File: src/rtl/audio_pack_pkg.sv
// Shared definitions for the stereo output packer: FSM states, PCM limits and
// a saturating narrower usable by any output stage.
package audio_pack_pkg;

    localparam int DATA_SIZE = 32;
    localparam int PCM_BITS  = 16;

    localparam logic signed [DATA_SIZE-1:0] PCM_MAX = DATA_SIZE'((1 << (PCM_BITS - 1)) - 1);
    localparam logic signed [DATA_SIZE-1:0] PCM_MIN = -PCM_MAX - 1;

    typedef enum logic {
        READ  = 1'b0,
        WRITE = 1'b1
    } state_t;

    function automatic logic [PCM_BITS-1:0] saturate(input logic signed [DATA_SIZE-1:0] x);
        logic [PCM_BITS-1:0] result;
        if (x > PCM_MAX) begin
            result = {1'b0, {(PCM_BITS - 1){1'b1}}};
        end else if (x < PCM_MIN) begin
            result = {1'b1, {(PCM_BITS - 1){1'b0}}};
        end else begin
            result = x[PCM_BITS-1:0];
        end
        return result;
    endfunction

    function automatic logic is_clipped(input logic signed [DATA_SIZE-1:0] x);
        return (x > PCM_MAX) || (x < PCM_MIN);
    endfunction

endpackage

File: src/rtl/audio_pack_pcm_saturate.sv
// One channel of signed-sample to PCM narrowing, with a flag when the value
// had to be clamped.
module pcm_saturate
    import audio_pack_pkg::*;
(
    input  logic signed [DATA_SIZE-1:0] din,
    output logic        [PCM_BITS-1:0]  pcm,
    output logic                        clip
);

    assign pcm  = saturate(din);
    assign clip = is_clipped(din);

endmodule

File: src/rtl/audio_pack.sv
// Stereo packer: pops the left/right gain FIFOs together, saturates each
// sample to PCM and writes {left, right} as one word to the output FIFO.
module audio_pack
    import audio_pack_pkg::*;
(
    input  logic                  clock,
    input  logic                  reset,
    output logic                  left_rd_en,
    input  logic                  left_empty,
    input  logic [DATA_SIZE-1:0]  left_din,
    output logic                  right_rd_en,
    input  logic                  right_empty,
    input  logic [DATA_SIZE-1:0]  right_din,
    input  logic                  out_full,
    output logic                  out_wr_en,
    output logic [2*PCM_BITS-1:0] dout,
    output logic [31:0]           sample_count,
    output logic [15:0]           clip_count,
    output state_t                state
);

    logic [PCM_BITS-1:0] left_sat, right_sat;
    logic [PCM_BITS-1:0] left_pcm, right_pcm;
    logic                left_clip, right_clip;
    logic                pop;
    logic [1:0]          clip_add;
    logic [16:0]         clip_sum;
    logic [15:0]         clip_next;

    pcm_saturate u_sat_left (
        .din  (left_din),
        .pcm  (left_sat),
        .clip (left_clip)
    );

    pcm_saturate u_sat_right (
        .din  (right_din),
        .pcm  (right_sat),
        .clip (right_clip)
    );

    // Both channels pop together or not at all, so pairing can never slip.
    assign pop         = (state == READ) && !left_empty && !right_empty;
    assign left_rd_en  = pop;
    assign right_rd_en = pop;
    assign out_wr_en   = (state == WRITE) && !out_full;
    assign dout        = {left_pcm, right_pcm};

    // Clip counter sticks at all-ones instead of wrapping.
    assign clip_add  = {1'b0, left_clip} + {1'b0, right_clip};
    assign clip_sum  = {1'b0, clip_count} + {15'b0, clip_add};
    assign clip_next = clip_sum[16] ? 16'hFFFF : clip_sum[15:0];

    always_ff @(posedge clock or posedge reset) begin
        if (reset) begin
            state        <= READ;
            left_pcm     <= '0;
            right_pcm    <= '0;
            sample_count <= '0;
            clip_count   <= '0;
        end else begin
            case (state)
                READ: begin
                    if (pop) begin
                        left_pcm   <= left_sat;
                        right_pcm  <= right_sat;
                        clip_count <= clip_next;
                        state      <= WRITE;
                    end
                end
                WRITE: begin
                    if (!out_full) begin
                        sample_count <= sample_count + 32'd1;
                        state        <= READ;
                    end
                end
                default: state <= READ;
            endcase
        end
    end

endmodule

File: config.mk
export PLATFORM = sky130hd
export DESIGN_NAME = audio_pack
export DESIGN_NICKNAME = d
export VERILOG_FILES = /design/src/rtl/audio_pack_pkg.sv /design/src/rtl/audio_pack_pcm_saturate.sv /design/src/rtl/audio_pack.sv
export SDC_FILE = /design/constraint.sdc
export NUM_CORES = 1
export LEC_CHECK = 0
export BUFFER_PORTS_ARGS = -buffer_cell sky130_fd_sc_hd__buf_2
export CORE_MARGIN = 1.5
export CORE_UTILIZATION = 30
export CTS_BUF_LIST = sky130_fd_sc_hd__clkbuf_16
export CTS_CLUSTER_DIAMETER = 120
export DETAILED_ROUTE_END_ITERATION = 10
export GPL_TIMING_DRIVEN = 0
export PLACE_DENSITY = 0.54
export SLEW_MARGIN = 30
export SYNTH_ARGS = -nofsm -noshare
export SYNTH_HDL_FRONTEND = slang
export SYNTH_SLANG_ARGS = --single-unit
File: constraint.sdc
create_clock -name clock -period 3.85 [get_ports clock]
set_clock_uncertainty 0.15 [all_clocks]
set_input_delay 0.77 -clock clock [delete_from_list [all_inputs] [get_ports clock]]
set_output_delay 0.77 -clock clock [all_outputs]
set_load 0.01 [all_outputs]
==> results.yml <==
run_status:
  status: "complete, no violations"
logic_synthesis:
  syn-num-nets: 457
  ys.warnings.count: 0
  ys_seq_elements: 81
  yosysSeqAreaShare: 0.533
  yosysUniqueCellTypes: 42
  yosys.area.top_type_share: 0.533
  synth.area.top_cells: "dfrtp_1 (53%), xor2_1 (6.0%), nand2_1 (5.9%), nor2_1 (4.0%), xnor2_1 (3.0%)"
  synthCells: 385
  avgSynthCellArea_sq_um: 9.89
  syn_area_sq_um: 3810
  yosys.area.top_type: "dfrtp_1"
critical_path:
  crit_required_ns: 3.97
  worstSetupStartpointType: "input port"
  cp.arrival_ns: 3.25
  worst-path-stages: 13
  crit_type: "in2reg"
  max_stage_delay_ns: 0.42
  critPathSlowestCell: "a41oi_2"
  crit_buf_inv: 4
  cp_top_family: "simple AND/OR/NAND/NOR gates"
  rr_worst_depth: 9
  cp_cell_sequence: "buf_2 > nor4_1 > a41oi_2 > inv_1 > and2_1 > fa_1 > inv_1 > ha_1 > nand3_1 > nor3_4 > nand3_2 > buf_6 > nand3_1"
  r2r_start: "clip_count[0]$_DFFE_PP0P_"
  r2r_slack_ns: 1.52
  critical_path_peak_fanout: 10
  end_kind: "flip-flop"
  r2r-end: "clip_count[1]$_DFFE_PP0P_"
  endpoint: "clip_count[1]$_DFFE_PP0P_"
  setup.worst_path.start: "left_din[27]"
route:
  vias: 3423
  drt_wl_total_um: 9880
  ant_nets: 0
  drc: 0
  initialDrtViolationCount: 136
  drt_pass1_iterations: 4
  wl_per_cell_um: 13.7
  vias_per_cell: 4.74
power_and_ir_drop:
  switchingPower_mw: 0.707
  pwr_density_cell_nw_per_um2: 465
  combPwrFrac: 0.193
  p_int_mw: 1.67
  ir_drop_mv: 0.191
  fin_total_pwr_mw: 2.37
  p_clk_frac: 0.354
  p_leak_nw: 2.64
  sw_frac_of_total: 0.298
  pwr-share-seq: 0.453
cts:
  cts_tree: "yes"
  post_cts_resized: 0
  cts_setup_buffers: 0
  h-tree-depth: 3
  clock-sinks: 81
  clk_pin_slew_ns: 0.06
  clock_latency_ns: 0.34
  cts-root-buf: "clkbuf_16"
  cts_buffer_depth: 2
  cts_made_buffers: 9
  cts_hold_buf: 0
final_layout:
  fin_nets: 621
  final_cell_mix: "buf_2 (156), dfrtp_1 (81), nand2_1 (60), nor2_1 (41), xor2_1 (26)"
  drive_above_1_share: 0.334
  final_common_cell: "buf_2"
  area_delta_synth_final_pct: 34.0
  stdcell_count: 722
  antennaDiodeCount: 0
floorplanning:
  dieArea_sq_um: 13400
  ios: 153
  chipWidth_um: 116
  num_rows: 40
  core-area_sq_um: 12200
  fp.dieH_um: 116
  initial_utilization: 0.312
sta:
  rsz0062_at_grt: "no"
  final-hold-violation-count: 0
  fmax_mhz: 320
  period_needed_ns: 3.13
  fin_ws_ns: 0.724
  setup_viol_count_final: 0
  finalMaxSlewViolations: 0
  tightest_slew_ns: 0.534
  fin_crit_sh: 0.812
  tns_ns: 0
  relSlewSlack: 0.639
  holdWs_ns: 0.209
place:
  gp_congestion: 0.776
  pre_cts_ws_ns: 0.364
  port_buffers: 152
  place_hpwl_um: 7450
  dp_cells: 706
grt:
  grt_max_degree: 64
  grt_pass1_wl_um: 16200
  antenna_found_initial: 0
  grt_usage: 0.156
  globalRoute.totalOverflow: 0
  grt_pass1_vias: 3346
job:
  cap_violations: 0
worst_hold_path:
  hp-class: "in2async"
[cell usage after synthesis]
| library cell | n |
|---|---|
| and2_1 | 1 |
| xor2_1 | 26 |
| mux2i_1 | 2 |
| nand2b_1 | 1 |
| ha_1 | 2 |
| nand3_2 | 1 |
| or2_2 | 1 |
| buf_4 | 2 |
| buf_2 | 4 |
| and3b_1 | 1 |
| and3_1 | 6 |
| buf_6 | 3 |
| o41ai_4 | 1 |
| or3_1 | 3 |
| nor3b_1 | 3 |
| nor3_1 | 13 |
| o21ai_0 | 18 |
| o211ai_1 | 1 |
| nor2_1 | 41 |
| nand4_4 | 1 |
| nand3_1 | 15 |
| dfrtp_1 | 81 |
| nand4_1 | 17 |
| nor3_4 | 1 |
| inv_1 | 11 |
| inv_2 | 1 |
| a31oi_1 | 1 |
| nor2b_1 | 4 |
| nor4_2 | 1 |
| o22a_1 | 1 |
| nor4_1 | 14 |
| o41ai_1 | 1 |
| nand2_1 | 60 |
| mux2_2 | 1 |
| a41oi_2 | 1 |
| and4_1 | 6 |
| fa_1 | 1 |
| a22o_1 | 1 |
| clkbuf_1 | 5 |
| a41oi_1 | 2 |
| xnor2_1 | 13 |
| a21oi_1 | 16 |
[logic make-up (layout without fill, tap and decap cells)]
group / Yosys count / in the layout / synth area share
simple gates: 190 / 190 / 0.251
flops: 81 / 81 / 0.533
mux: 3 / 3 / 0.00822
xor+xnor: 39 / 39 / 0.0897
buf+inv: 26 / 195 / 0.0348
fa+ha+maj: 3 / 3 / 0.0118
compound gates: 43 / 43 / 0.0713
[sequential cells by signal, summed over array words and instances (netlist names)]
register and cells:
clip_count 16, right_pcm 16, left_pcm 16, state 1, sample_count 32
[worst register-to-register path: cells and delay by family (launching register included)]
| family | cells | cell delay, ns |
|---|---|---|
| fa+ha+maj | 2 | 0.61 |
| buf+inv | 3 | 0.32 |
| flops | 1 | 0.37 |
| simple gates | 4 | 0.81 |
[per-stage QoR]
stage,cell area [sq um],util
after floorplan,3810,-
after global placement,4780,0.391
after detailed placement,4810,0.394
after CTS,5100,0.418
after global routing,5100,0.418
final,5100,0.418
[worst min path at each step]
stage	startpoint	end	slack, ns	depth (start not counted)
after floorplan	sample_count[31]$_DFFE_PP0P_	sample_count[31]$_DFFE_PP0P_	0.35	1
after global placement	sample_count[31]$_DFFE_PP0P_	sample_count[31]$_DFFE_PP0P_	0.30	1
after detailed placement	sample_count[31]$_DFFE_PP0P_	sample_count[31]$_DFFE_PP0P_	0.30	1
after CTS	reset	sample_count[29]$_DFFE_PP0P_	0.20	2
final	reset	sample_count[29]$_DFFE_PP0P_	0.21	2
after global routing	reset	sample_count[30]$_DFFE_PP0P_	0.21	2
[layer usage]
metal	vias up	GRT usage	routed length, um
li1	1669	-	-
met1	1649	0.199	4510
met2	88	0.250	4700
met3	17	0.0340	422
met4	0	0.0772	255
met5	-	0	0
[area by class of cell]
cell class,instances,area (sq um)
repair buffers,153,788
plain buffers,14,87.6
fillers,1289,7110
clock inverters,7,63.8
multi-input cells,278,1650
clock buffers,9,225
well taps,168,210
inverters,12,50.0
flip-flops and latches,81,2030
[power by group through the flow]
stage / Sequential, mW / Clock (mW) / Combinational, mW
after global routing: 1.10 / 0.907 / 0.515
final: 1.07 / 0.841 / 0.458
after floorplan: 1.13 / 0 / 0.189
after global placement: 1.09 / 0 / 0.458
after CTS: 1.08 / 0.867 / 0.470
after detailed placement: 1.09 / 0 / 0.470
Note: power is estimated with default switching activity, not from simulation.
